## config.mk

```make
export PLATFORM = sky130hd
export DESIGN_NAME = alu_cmd_ctrl
export DESIGN_NICKNAME = d
export VERILOG_FILES = /design/src/rtl/alu_cmd_ctrl.sv
export SDC_FILE = /design/constraint.sdc
export NUM_CORES = 1
export LEC_CHECK = 0
export ABC_AREA = 0
export ABC_CLOCK_PERIOD_IN_PS = 1750
export BUFFER_PORTS_ARGS = -buffer_cell sky130_fd_sc_hd__buf_4
export CAP_MARGIN = 20
export CELL_PAD_IN_SITES_DETAIL_PLACEMENT = 0
export CELL_PAD_IN_SITES_GLOBAL_PLACEMENT = 1
export CORE_MARGIN = 2
export CORE_UTILIZATION = 39
export DETAILED_ROUTE_END_ITERATION = 8
export PLACE_DENSITY_LB_ADDON = 0.15
export SLEW_MARGIN = 20
export SYNTH_ARGS = -nofsm -noshare
export SYNTH_HDL_FRONTEND = slang
export SYNTH_SLANG_ARGS = --single-unit
```

## constraint.sdc

```tcl
create_clock -name clk -period 1.75 [get_ports clk]
set_clock_uncertainty 0.05 [all_clocks]
set_input_delay 0.175 -clock clk [delete_from_list [all_inputs] [get_ports clk]]
set_output_delay 0.175 -clock clk [all_outputs]
set_load 0.05 [all_outputs]
```

## src/rtl/alu_cmd_ctrl.sv

```systemverilog
// Command-side ALU controller: parses 0xCC,A,B,FUN frames from a byte stream, runs the ALU
// and returns the result LSB-first over ready/valid. Optional macro ALU_CMD_REUSE_EN adds 0xDD,FUN.
module alu_cmd_ctrl #(
  parameter int OP_W  = 8,
  parameter int RES_W = 16
) (
  input  logic             clk,
  input  logic             RST,
  input  logic [7:0]       rx_data,
  input  logic             rx_valid,
  output logic [OP_W-1:0]  alu_a,
  output logic [OP_W-1:0]  alu_b,
  output logic [3:0]       alu_fun,
  output logic             alu_en,
  output logic             alu_clk_en,
  input  logic [RES_W-1:0] alu_out,
  input  logic             alu_valid,
  output logic [7:0]       tx_data,
  output logic             tx_valid,
  input  logic             tx_ready,
  output logic             busy,
  output logic             err
);

  localparam int NBYTES = RES_W / 8;
  localparam int CW     = $clog2(NBYTES) + 1;

  localparam logic [7:0] HDR_FULL  = 8'hCC;
  localparam logic [7:0] HDR_REUSE = 8'hDD;

  localparam logic [2:0] IDLE    = 3'd0;
  localparam logic [2:0] GET_A   = 3'd1;
  localparam logic [2:0] GET_B   = 3'd2;
  localparam logic [2:0] GET_FUN = 3'd3;
  localparam logic [2:0] EXEC    = 3'd4;
  localparam logic [2:0] CAPTURE = 3'd5;
  localparam logic [2:0] SEND_LO = 3'd6;
  localparam logic [2:0] SEND_HI = 3'd7;

  logic [2:0]       state;
  logic [2:0]       state_nx;
  logic [RES_W-1:0] res_rest;
  logic [CW-1:0]    bytes_left;
  logic             exec_nx;

  always_comb begin
    state_nx = state;
    case (state)
      IDLE: begin
        if (rx_valid) begin
          if (rx_data == HDR_FULL) begin
            state_nx = GET_A;
          end
`ifdef ALU_CMD_REUSE_EN
          else if (rx_data == HDR_REUSE) begin
            state_nx = GET_FUN;
          end
`endif
        end
      end
      GET_A:   if (rx_valid) state_nx = GET_B;
      GET_B:   if (rx_valid) state_nx = GET_FUN;
      GET_FUN: if (rx_valid) state_nx = EXEC;
      EXEC:    state_nx = CAPTURE;
      CAPTURE: state_nx = alu_valid ? SEND_LO : IDLE;
      // SEND_HI covers every byte after the first; bytes_left counts those still queued
      SEND_LO, SEND_HI: begin
        if (tx_ready) state_nx = (bytes_left != '0) ? SEND_HI : IDLE;
      end
      default: state_nx = IDLE;
    endcase
  end

  assign exec_nx = (state_nx == EXEC) || (state_nx == CAPTURE);
  assign busy    = (state != IDLE);

  always_ff @(posedge clk or negedge RST) begin
    if (!RST) begin
      state      <= IDLE;
      alu_a      <= '0;
      alu_b      <= '0;
      alu_fun    <= '0;
      alu_en     <= 1'b0;
      alu_clk_en <= 1'b0;
      tx_data    <= '0;
      tx_valid   <= 1'b0;
      err        <= 1'b0;
      res_rest   <= '0;
      bytes_left <= '0;
    end else begin
      state      <= state_nx;
      alu_en     <= exec_nx;
      alu_clk_en <= exec_nx;
      err        <= (state == CAPTURE) && !alu_valid;
      case (state)
        GET_A:   if (rx_valid) alu_a   <= OP_W'(rx_data);
        GET_B:   if (rx_valid) alu_b   <= OP_W'(rx_data);
        GET_FUN: if (rx_valid) alu_fun <= rx_data[3:0];
        CAPTURE: begin
          if (alu_valid) begin
            tx_data    <= alu_out[7:0];
            res_rest   <= alu_out >> 8;
            bytes_left <= CW'(NBYTES - 1);
            tx_valid   <= 1'b1;
          end
        end
        SEND_LO, SEND_HI: begin
          if (tx_ready) begin
            if (bytes_left != '0) begin
              tx_data    <= res_rest[7:0];
              res_rest   <= res_rest >> 8;
              bytes_left <= bytes_left - CW'(1);
            end else begin
              tx_valid <= 1'b0;
            end
          end
        end
        default: ;
      endcase
    end
  end

endmodule
```

# Word-level counts from Yosys, hierarchy flattened
# Index checks and enable logic that the tools add are counted.
dict set report totals {
  regBits 52
  in_bits 29
  word_cells 63
}
dict set report classes {
  n_addsub 1
  n_eq_ne 14
  muxes 25
  reduce_logical 13
}
# op n
set ops {}
lappend ops {{2-to-1 mux 16 bit} 3}
lappend ops {{case mux 16 bit (2 select lines)} 1}
lappend ops {{2-to-1 mux 3 bit} 8}
lappend ops {{2-to-1 mux 8 bit} 3}
lappend ops {{case mux 3 bit (7 select lines)} 1}
lappend ops {{== test 3 bit (second input constant)} 6}
lappend ops {{case mux 8 bit (2 select lines)} 1}
lappend ops {{== test 8 bit (second input constant)} 1}
lappend ops {{inequality test 2 bit (second input constant)} 4}
lappend ops {{AND reduction 4 bit} 2}
lappend ops {{== test 3 x 2 -> 1 bit (second input constant)} 2}
lappend ops {{2-to-1 mux 2 bit} 3}
lappend ops {{AND reduction 2 bit} 3}
lappend ops {{case mux 2 bit (2 select lines)} 1}
lappend ops {{nonzero test 2 bit} 2}
lappend ops {{== test 3 x 1 -> 1 bit (second input constant)} 1}
lappend ops {{zero test 3 bit} 1}
lappend ops {{2-to-1 mux 1 bit} 3}
lappend ops {{nonzero test 3 bit} 1}
lappend ops {{case mux 1 bit (2 select lines)} 1}
lappend ops {{OR reduction 2 bit} 1}
lappend ops {{subtractor 2 x 1 -> 2 bit (second input constant)} 1}
lappend ops {{logical AND 1 bit} 1}
lappend ops {{zero test 1 bit} 1}
lappend ops {{logical OR 1 bit} 1}

# Depth between registers and ports, before layout
dict set report depth {
  ltp_word 6
  depth_mapped 7
}

# Least setup slack after synthesis
# Ideal clock, no wire load.
dict set report synth_timing {
  kind {register to register}
  start {register state[2]}
  end {register with a tool-made name}
  setup_ns 0.122
  arrival_time_ns 1.460
  required_time_ns 1.578
  path_slack_ns 0.118
  path_stages_with_launch 5
  path_buffers 1
  synth_period_minus_slack_ns 1.632
  path_cell_list {dfrtp_1 > buf_4 > or3_1 > a31oi_1 > nor2_1}
}
# element line
set synth_rtl {}
lappend synth_rtl {{from (decl)} 40} ;# logic [2:0] state;
lappend synth_rtl {{from (signal assigned)} 91} ;# state <= state_nx;

# Worst setup path in the final report
dict set report layout_timing {
  start {register state[2]}
  end {output busy}
}
dict set report layout_between {
  elab_chain_len 1
}
# element line
set layout_rtl {}
lappend layout_rtl {{nonzero test 3 bit} 75} ;# assign busy = (state != IDLE);
lappend layout_rtl {{to (decl)} 21} ;# output logic busy,
# Every way passes these cells.

==> metrics.md <==
| Metric | Value |
|---|---|
| First-pass GRT wire length | `6590 um` |
| Iter 0 DRT Violations | `36` |
| Nets@finish | `258` |
| Unrepaired setup endpoints after global routing | `no` |
| Clock Sinks | `44` |
| Count leader, synth | `dfrtp_1` |
| Max Root-Sink Buffers | `2` |
| Area Growth Syn to Fin | `32.8%` |
| Final Routed Wirelength | `4050 um` |
| Dpl cells | `287` |
| LEAKAGE | `0.00132 uW` |
| Avg Inst Size Synth | `12.0 sq um` |
| Cell taking the most area after synthesis | `dfrtp_1` |
| Total gr overflow | `0` |
| Share of cells above drive strength 1 | `43.2%` |
| Number of global-route vias before repair | `1443` |
| Final setup viols | `0` |
| # rows | `25` |
| Worst Path Buf+Inv | `2` |
| Sequential share of the synthesized area | `55.8%` |
| Syn Nets | `195` |
| Cell Area, Synth | `1970 sq um` |
| Die span in y | `75.2 um` |
| Io pins | `62` |
| Hold Path Class | `input port to flop` |
| Top FF cell, synth | `dfrtp_1` |
| Die width | `75.2 um` |
| Worst setup EP type | `primary output` |
| Skew-Pair Late Insertion Delay | `0.29 ns` |
| Worst Tran Pin Value | `0.545 ns` |
| N_diodes | `0` |
| H-tree depth | `2` |
| Fmax | `0.591 GHz` |
| Via/cell ratio | `4.80` |
| Critical path, cell by cell | `buf_4 > or3_4 > buf_6` |
| Post-route setup TNS | `0 ns` |
| Critical Path Start Type | `flop` |
| Post-Synthesis Cells | `165` |
| Hold path start | `alu_valid` |
| Fraction of registers with async set/reset | `100%` |
| CP startpoint | `state[2]` |
| WL/cell | `13.7 um` |
| Synth warnings | `0` |
| Netlist cell types | `31` |
| Max_cap viols | `0` |
| Initial core utilization | `41.0%` |
| Run status | `finished, final reports clean` |
| Post-layout minimum cycle time | `1.69 ns` |
| Final ANT Viol Nets | `0` |
| Top delay family on crit path | `flip-flops` |
| Clk slew on worst S/H paths | `0.09 ns` |
| Mux contribution to synthesized area | `18.3%` |
| Worst EP arrival | `1.47 ns` |
| Post-synth EDFFs | `0` |
| Setup CP Type | `flop to primary output` |
| Detailed Routing Iterations Pass 1 | `4` |
| Worst vdd ir | `1.18 mV` |
| Adder-cell area share of the yosys netlist | `0.634%` |
| Total track usage | `15.4%` |
| Max-slew violations | `0` |
| Final Hold Violating Endpoints | `0` |
| Root buf cell | `clkbuf_8` |
| Largest net degree at the start of global routing | `45` |
| Routability cong. | `0.734` |
| Max FO, Critical Path | `10` |
| Initial antenna violation count | `0` |
| Die ar. | `5650 sq um` |
| Cell Count, Final, Fillers Out | `296` |
| Xor and xnor area share after synthesis | `0.444%` |
| Synth top area share | `55.8%` |
| Slew headroom | `63.6%` |
| Post-DP HPWL | `2970 um` |
| Post-CTS setup buffer count | `0` |
| Port bufs | `61` |
| Worst Path Required | `1.52 ns` |
| Post-synthesis compound-gate area fraction | `7.98%` |
| CP max stage delay | `0.41 ns` |
| Simple-Gate Fraction of Synth Area | `13.1%` |
| Yosys reg bits | `44` |
| Slowest CP cell | `dfrtp_1` |
| Largest family of logic cells by synthesized area | `multiplexers` |
| Dominant cells by area after synthesis | `dfrtp_1 56%, mux2_2 6.8%, mux2_4 6.1%` |
| DRC | `0` |
| TritonCTS Buffers | `5` |
| Routed vias | `1421` |
| Core area | `4820 sq um` |
| Synth cell count leaders | `44 x dfrtp_1, 32 x nand2_1, 17 x o21ai_0` |
| TritonCTS clock tree | `yes` |
| Tcrit/Tclk final | `96.6%` |
| PwrDens | `2170 nW/um^2` |
[routing by layer]
metal  track usage (%)  wire length (um)  vias to the layer above
li1                  -                 -                      692
met1              20.7              1820                      691
met2              24.1              2000                       32
met3              4.95               187                        6
met4              4.87                42                        0
met5                 0                 0                        -
[cells by family (layout without fill, tap and decap cells)]
group / Yosys count / after routing
xor gates and xnor gates: 1 / 1
buffers and inverters: 13 / 77
AOI/OAI and AO/OA: 27 / 27
and+or+nand+nor: 50 / 50
DFF: 44 / 44
adders and majority gates: 1 / 1
muxes: 29 / 29
[final timing paths]
check | slack, ns | end | cells after the start
worst max-delay path | 0.06 | busy | 3
worst min-delay path | 0.02 | err | 2
worst max register to register | 0.12 | alu_a[2] | 3
worst min register to register | 0.43 | bytes_left[1] | 2
max in group asynchronous | 0.92 | tx_data[0] | 2
min in group asynchronous | 0.34 | state[1] | 2
[final cells by class]
| cell class | instances | area (sq um) |
|---|---|---|
| Inverter | 3 | 11.3 |
| Multi-Input combinational cell | 108 | 803 |
| Clock buffer | 6 | 72.6 |
| Sequential cell | 44 | 1100 |
| Clock inverter | 2 | 35.0 |
| Timing Repair Buffer | 66 | 514 |
| Tap cell | 67 | 83.8 |
| Fill cell | 446 | 2200 |
[through the flow]
| step | hold WS [ns] | utilization [%] | setup slack (ns) | instance area, sq um | power, uW |
|---|---|---|---|---|---|
| 2_1_floorplan | -0.171 | - | 0.118 | 1970 | 4050 |
| 3_3_place_gp | 0.140 | 51.8 | 0.226 | 2490 | 4870 |
| 3_5_place_dp | 0.154 | 51.8 | 0.162 | 2490 | 4950 |
| 4_1_cts | 0.00954 | 54.3 | 0.0149 | 2620 | 5730 |
| 5_1_grt | 0.00956 | 54.4 | 0.0122 | 2620 | 6000 |
| 6_report | 0.0152 | 54.4 | 0.0589 | 2620 | 5680 |
[repair_timing]
action,in CTS,in global routing
gates cloned,0,0
hold endpoints to repair,44,0
hold buffers,1,0
pin swaps,0,0
resized for setup,1,1
endpoints found under the setup margin,1,1
[state kept, by name, summed over array words and instances (netlist names), named ones only]
name and cells:
alu_a 8, alu_b 8, state 2, alu_clk_en 1
alu_fun 4, tx_valid 1, bytes_left 2, tx_data 8
err 1, res_rest 8
[power breakdown]
group          switching, uW  total [uW]  internal (uW)
clock network            336         760            424
logic                   1970        3130           1160
registers                306        1790           1480
total                   2610        5680           3070
[cells in the final DEF (no fill, tap or decap), drive strengths merged, types with 3 or more instances in the layout]
cell,n
nand2,33
buf,65
and3b,3
nor2b,3
clkbuf,6
o21ai,18
mux2i,8
a21oi,3
mux2,20
nor2,3
dfrtp,44
inv,3
[worst register-to-register path: stages (launching register included)]
cell     delay, ns
dfrtp_1       0.50
and3b_1       0.25
nor2b_4       0.37
mux2_4        0.34
Power figures use the tool's default switching activity.
